$ cat config.mk
export PLATFORM = sky130hd
export DESIGN_NAME = csr_irq_bank
export DESIGN_NICKNAME = d
export VERILOG_FILES = /design/src/rtl/csr_irq_bank.sv
export SDC_FILE = /design/constraint.sdc
export NUM_CORES = 1
export LEC_CHECK = 0
export ABC_AREA = 0
export CORE_AREA = 2 2 236 238
export DETAILED_ROUTE_END_ITERATION = 7
export DIE_AREA = 0 0 238 240
export PLACE_DENSITY = 0.68
export SLEW_MARGIN = 20
export SYNTH_ARGS = -nofsm -noshare
export SYNTH_HDL_FRONTEND = slang
export SYNTH_SLANG_ARGS = --single-unit
$ cat constraint.sdc
create_clock -name clk -period 31.1 [get_ports clk]
set_clock_uncertainty 0.2 [all_clocks]
set_input_delay 7.775 -clock clk [delete_from_list [all_inputs] [get_ports clk]]
set_output_delay 7.775 -clock clk [all_outputs]
set_load 0.03 [all_outputs]
$ cat src/rtl/csr_irq_bank.sv
// CSR file with write-1-to-clear interrupt flags and a two-level (high over low)
// nesting interrupt controller driving a request/ack/iret handshake with the core.
module csr_irq_bank #(
  parameter int unsigned DATA_W    = 32,
  parameter int unsigned ADDR_W    = 4,
  parameter int unsigned NUM_CSR   = 16,
  parameter int unsigned NUM_SRC   = 8,
  parameter int unsigned IEN_IDX   = 5,
  parameter int unsigned IFLG_IDX  = 6,
  parameter int unsigned IPRI_IDX  = 7,
  parameter int unsigned ISTAT_IDX = 8,
  localparam int unsigned VEC_W    = (NUM_SRC > 1) ? $clog2(NUM_SRC) : 1
) (
  input  logic                        clk,
  input  logic                        rst,
  input  logic                        csr_we,
  input  logic [ADDR_W-1:0]           csr_waddr,
  input  logic [DATA_W-1:0]           csr_wdata,
  input  logic [ADDR_W-1:0]           csr_raddr,
  output logic [DATA_W-1:0]           csr_rdata,
  output logic [NUM_CSR*DATA_W-1:0]   csr_flat_o,
  input  logic [NUM_SRC-1:0]          src_i,
  output logic                        irq_o,
  output logic                        irq_level_o,
  output logic [VEC_W-1:0]            irq_vec_o,
  input  logic                        irq_ack_i,
  input  logic                        iret_i
);

  typedef enum logic [1:0] {
    ST_IDLE,
    ST_LOW_ACT,
    ST_HIGH_ACT,
    ST_NEST
  } state_t;

  state_t              r_state;
  state_t              w_state_nxt;
  logic [DATA_W-1:0]   r_csr     [NUM_CSR];
  logic [DATA_W-1:0]   w_csr_nxt [NUM_CSR];
  logic [DATA_W-1:0]   w_view    [NUM_CSR];
  logic [NUM_SRC-1:0]  r_src_prev;
  logic [DATA_W-1:0]   w_rise;
  logic [DATA_W-1:0]   w_src_mask;
  logic [NUM_SRC-1:0]  w_act;
  logic [NUM_SRC-1:0]  w_hi_mask;
  logic [NUM_SRC-1:0]  w_lo_mask;
  logic [NUM_SRC-1:0]  w_sel_mask;
  logic                w_pend_hi;
  logic                w_pend_lo;
  logic                w_gie;
  logic                w_irq;
  logic                w_nest;
  logic                w_hi_act;
  logic                w_lo_act;

  always_comb begin
    w_src_mask = '0;
    w_src_mask[NUM_SRC-1:0] = '1;
    w_rise = '0;
    w_rise[NUM_SRC-1:0] = src_i & ~r_src_prev;
  end

  assign w_gie      = r_csr[ISTAT_IDX][0];
  assign w_act      = r_csr[IFLG_IDX][NUM_SRC-1:0] & r_csr[IEN_IDX][NUM_SRC-1:0];
  assign w_hi_mask  = w_act & r_csr[IPRI_IDX][NUM_SRC-1:0];
  assign w_lo_mask  = w_act & ~r_csr[IPRI_IDX][NUM_SRC-1:0];
  assign w_pend_hi  = |w_hi_mask;
  assign w_pend_lo  = |w_lo_mask;
  assign w_sel_mask = w_pend_hi ? w_hi_mask : w_lo_mask;

  assign w_nest   = (r_state == ST_NEST);
  assign w_hi_act = (r_state == ST_HIGH_ACT) | w_nest;
  assign w_lo_act = (r_state == ST_LOW_ACT) | w_nest;

  // Flag set is merged after the W1C clear so a same-cycle rising edge wins.
  always_comb begin
    for (int unsigned i = 0; i < NUM_CSR; i++) begin
      w_csr_nxt[i] = r_csr[i];
      if (csr_we && (csr_waddr == ADDR_W'(i))) begin
        if (i == IFLG_IDX) begin
          w_csr_nxt[i] = r_csr[i] & ~csr_wdata;
        end else if ((i == IEN_IDX) || (i == IPRI_IDX)) begin
          w_csr_nxt[i] = csr_wdata & w_src_mask;
        end else if (i == ISTAT_IDX) begin
          w_csr_nxt[i] = csr_wdata & DATA_W'(1);
        end else begin
          w_csr_nxt[i] = csr_wdata;
        end
      end
      if (i == IFLG_IDX) begin
        w_csr_nxt[i] = w_csr_nxt[i] | w_rise;
      end
    end
  end

  always_ff @(posedge clk or posedge rst) begin
    if (rst) begin
      r_csr      <= '{default: '0};
      r_src_prev <= '0;
      r_state    <= ST_IDLE;
    end else begin
      r_csr      <= w_csr_nxt;
      r_src_prev <= src_i;
      r_state    <= w_state_nxt;
    end
  end

  // ISTAT status bits are derived from the FSM rather than stored.
  always_comb begin
    for (int unsigned i = 0; i < NUM_CSR; i++) begin
      w_view[i] = r_csr[i];
      if (i == ISTAT_IDX) begin
        w_view[i][3:1] = {w_nest, w_hi_act, w_lo_act};
      end
    end
  end

  always_comb begin
    csr_rdata  = '0;
    csr_flat_o = '0;
    for (int unsigned i = 0; i < NUM_CSR; i++) begin
      csr_flat_o[i*DATA_W +: DATA_W] = w_view[i];
      if (csr_raddr == ADDR_W'(i)) begin
        csr_rdata = w_view[i];
      end
    end
  end

  assign w_irq = w_gie & ~iret_i &
                 (((r_state == ST_IDLE) & (w_pend_hi | w_pend_lo)) |
                  ((r_state == ST_LOW_ACT) & w_pend_hi));

  assign irq_o       = w_irq;
  assign irq_level_o = w_pend_hi;

  always_comb begin
    irq_vec_o = '0;
    if (w_irq) begin
      for (int unsigned k = NUM_SRC; k > 0; k--) begin
        if (w_sel_mask[k-1]) begin
          irq_vec_o = VEC_W'(k - 1);
        end
      end
    end
  end

  always_comb begin
    w_state_nxt = r_state;
    if (iret_i) begin
      case (r_state)
        ST_NEST:     w_state_nxt = ST_LOW_ACT;
        ST_HIGH_ACT: w_state_nxt = ST_IDLE;
        ST_LOW_ACT:  w_state_nxt = ST_IDLE;
        default:     w_state_nxt = r_state;
      endcase
    end else if (w_irq && irq_ack_i) begin
      case (r_state)
        ST_IDLE:    w_state_nxt = w_pend_hi ? ST_HIGH_ACT : ST_LOW_ACT;
        ST_LOW_ACT: w_state_nxt = ST_NEST;
        default:    w_state_nxt = r_state;
      endcase
    end
  end

endmodule
==> results.sh <==
export IMPL_outcome="completed"
export IMPL_worstHoldPathType="reg2reg"
export IMPL_antenna_cells=0
export IMPL_synthArstFlopShare_pct=100
export IMPL_ys_flop_type="dfrtp_1"
export IMPL_vdd_ir_drop_max_mv=0.0498
export IMPL_routed_wl_um=86300
export IMPL_synth_top_cell_area_share_pct=51.4
export IMPL_ant_nets=0
export IMPL_ctsResizeCount=0
export IMPL_cts_buffers=52
export IMPL_crit_path_end_kind="output pin"
export IMPL_clk_pin_slew_ns=0.06
export IMPL_synth_seq_cells=443
export IMPL_clk_latency_ns=0.61
export IMPL_drtIter0Drc=1515
export IMPL_crit_arrival_ns=11.59
export IMPL_power_density_nw_per_um2=81.3
export IMPL_antenna_found_initial=2
export IMPL_fp_row_count=86
export IMPL_clkPwrFrac_pct=27.4
export IMPL_holdBufCountCts=0
export IMPL_fmax_mhz=51.1
export IMPL_critPathLaunchType="input port"
export IMPL_grt_max_degree=118
export IMPL_cts_setup_buffers=0
export IMPL_gp_congestion=0.908
export IMPL_p_int_uw=1470
export IMPL_grtUsageTotal_pct=29.6
export IMPL_netSwitchingPower_uw=884
export IMPL_finalHoldViolations=0
export IMPL_synth_avg_cell_area_um2=12.2
export IMPL_yosysTopAreaCell="dfrtp_1"
export IMPL_power_total_uw=2350
export IMPL_setup_tns_final_ns=0
export IMPL_synth_top_cells_by_area="dfrtp_1, mux2_2, buf_4"
export IMPL_nets=2286
export IMPL_power_share_sequential_pct=35.2
export IMPL_required_ns=23.13
export IMPL_vias=17200
export IMPL_yosysSeqAreaShare_pct=51.4
export IMPL_finalSetupViolCount=0
export IMPL_area_delta_synth_final_pct=34.0
export IMPL_slew_violations=0
export IMPL_max_slew_margin_pct=23.2
export IMPL_cts_root_buf="clkbuf_16"
export IMPL_synth_warnings=0
export IMPL_sw_frac_of_total_pct=37.6
export IMPL_tightest_slew_ns=1.15
export IMPL_wl_per_cell_um=29.1
export IMPL_ys_types=60
export IMPL_power_frac_comb_pct=37.4
export IMPL_path_class="in2out"
export IMPL_cts_htree_levels=2
export IMPL_drv_cap=0
export IMPL_leakage_uw=0.0122
export IMPL_cts_sinks=443
export IMPL_io_buffers=525
export IMPL_dieWidth_um=238
export IMPL_drive_gt1_share_pct=25.5
export IMPL_synth_edf_count=0
export IMPL_start_util_pct=39.5
export IMPL_synth_area_um2=21600
export IMPL_vias_per_cell=5.80
export IMPL_clk_path_buf_depth=3
export IMPL_netlist_instances=1765
export IMPL_first_pass_iters=7
export IMPL_grt_pass1_wl_um=124000
export IMPL_die_area_um2=57100
export IMPL_critPathMaxFanout=80
export IMPL_grt_setup_unrepaired="no"
export IMPL_cts_tree="yes"
export IMPL_fin_crit_sh_pct=62.9
export IMPL_coreArea_um2=54700
export IMPL_drc=0
export IMPL_io_pins=602
export IMPL_dieHeight_um=240
export IMPL_grt_overflow=0
export IMPL_dpl_hpwl_um=57500
export IMPL_period_minus_slack_ns=19.57
export IMPL_first_global_vias=17200
[critical path, cell delays in order]
cell,delay [ns]
buf_6,0.56
buf_4,0.68
or2b_1,0.34
nor2_2,0.81
nand2_1,0.12
nand3_1,0.13
a221oi_1,0.06
o22ai_1,0.26
clkdlybuf4s50_1,0.73
[worst paths after layout]
kind | to | slack, ns | cells after the start | start
max | csr_rdata[27] | 11.53 | 9 | csr_raddr[0]
min | csr_flat_o[198] | 0.22 | 1 | r_src_prev[6]
max reg2reg | r_state[1] | 28.79 | 6 | csr_flat_o[197]
min reg2reg | csr_flat_o[198] | 0.22 | 1 | r_src_prev[6]
max in group asynchronous | csr_flat_o[33] | 21.53 | 3 | rst
min in group asynchronous | r_src_prev[5] | 7.53 | 2 | rst
[cells in the final DEF (no fill, tap or decap), drive strengths merged, types with 4 or more instances in the layout]
cell type | synthesis | final
bufinv | 0 | 7
nand2b | 7 | 7
a21oi | 82 | 82
clkdlybuf4s50 | 0 | 522
a22oi | 11 | 11
o21bai | 5 | 5
a21o | 4 | 4
clkbuf | 59 | 74
a21boi | 25 | 25
mux2i | 62 | 62
inv | 18 | 21
o31a | 9 | 9
nand2 | 113 | 113
nor2 | 81 | 81
clkinv | 0 | 6
buf | 163 | 34
conb | 1 | 76
nor3 | 6 | 6
a221oi | 23 | 23
or2 | 4 | 4
a221o | 9 | 9
a311oi | 6 | 6
nand3 | 28 | 28
o221ai | 6 | 6
o21ai | 67 | 67
a22o | 16 | 16
ha | 4 | 4
and2 | 6 | 6
a211oi | 9 | 9
mux2 | 402 | 402
o31ai | 4 | 4
mux4 | 30 | 30
o211ai | 8 | 8
nor2b | 9 | 9
dfrtp | 443 | 443
o22ai | 23 | 23
[power groups by stage]
stage / Clock [uW] / Sequential, uW / Combinational [uW]
floorplan: 0 / 1040 / 269
global placement: 0 / 827 / 869
detailed placement: 0 / 832 / 878
CTS: 654 / 824 / 882
global route: 678 / 841 / 916
finish: 644 / 826 / 880
[Yosys cell counts (17+ instances only)]
| master | count |
|---|---|
| nand2_1 | 113 |
| a21boi_0 | 25 |
| a21oi_1 | 82 |
| dfrtp_1 | 443 |
| buf_2 | 57 |
| o22ai_1 | 23 |
| mux2_2 | 399 |
| mux2i_1 | 62 |
| a221oi_1 | 23 |
| nand3_1 | 28 |
| o21ai_0 | 62 |
| nor2_1 | 80 |
| clkbuf_1 | 59 |
| mux4_2 | 29 |
| buf_4 | 90 |
| inv_1 | 17 |
[cell families (layout without fill, tap and decap cells)]
group,Yosys count,in the layout,share of synthesized area (%)
simple gates,264,264,5.34
flops,443,443,51.4
buf+inv,240,666,6.25
other cells,1,76,0.0174
fa+ha+maj,4,4,0.232
mux,494,494,27.0
compound gates,319,319,9.78
[registers in the layout, summed over array words and instances (netlist names)]
register and count:
r_src_prev 8, csr_flat_o 433, r_state 2
[per-layer routing]
| layer | GRT usage, % | vias up | part of all wire (%) |
|---|---|---|---|
| met4 | 10.7 | 2 | 3.8 |
| met1 | 37.9 | 8923 | 40 |
| met3 | 7.65 | 180 | 8.3 |
| met5 | 0 | - | 0.015 |
| li1 | - | 7202 | - |
| met2 | 48.7 | 927 | 48 |
[per-stage QoR]
step	std cells	setup WS (ns)	utilization, %	cell area, um2	hold slack [ns]
6_report	2970	11.53	52.9	28900	0.224
3_5_place_dp	2878	11.57	49.6	27100	0.216
3_3_place_gp	2877	11.36	49.5	27100	0.208
5_1_grt	2970	11.35	52.9	28900	0.233
2_1_floorplan	1840	10.78	-	21900	0.200
4_1_cts	2969	11.55	52.9	28900	0.224
[area by class of cell]
type                       count  area, um2
clock inverter                18        285
clock buffer                  73       1500
sequential                   443      11100
multi-input combinational   1157       9550
timing repair buffer         557       5540
tap                          704        881
inverter                      18       75.1
fill                        4623      25700
Power figures use the tool's default switching activity.
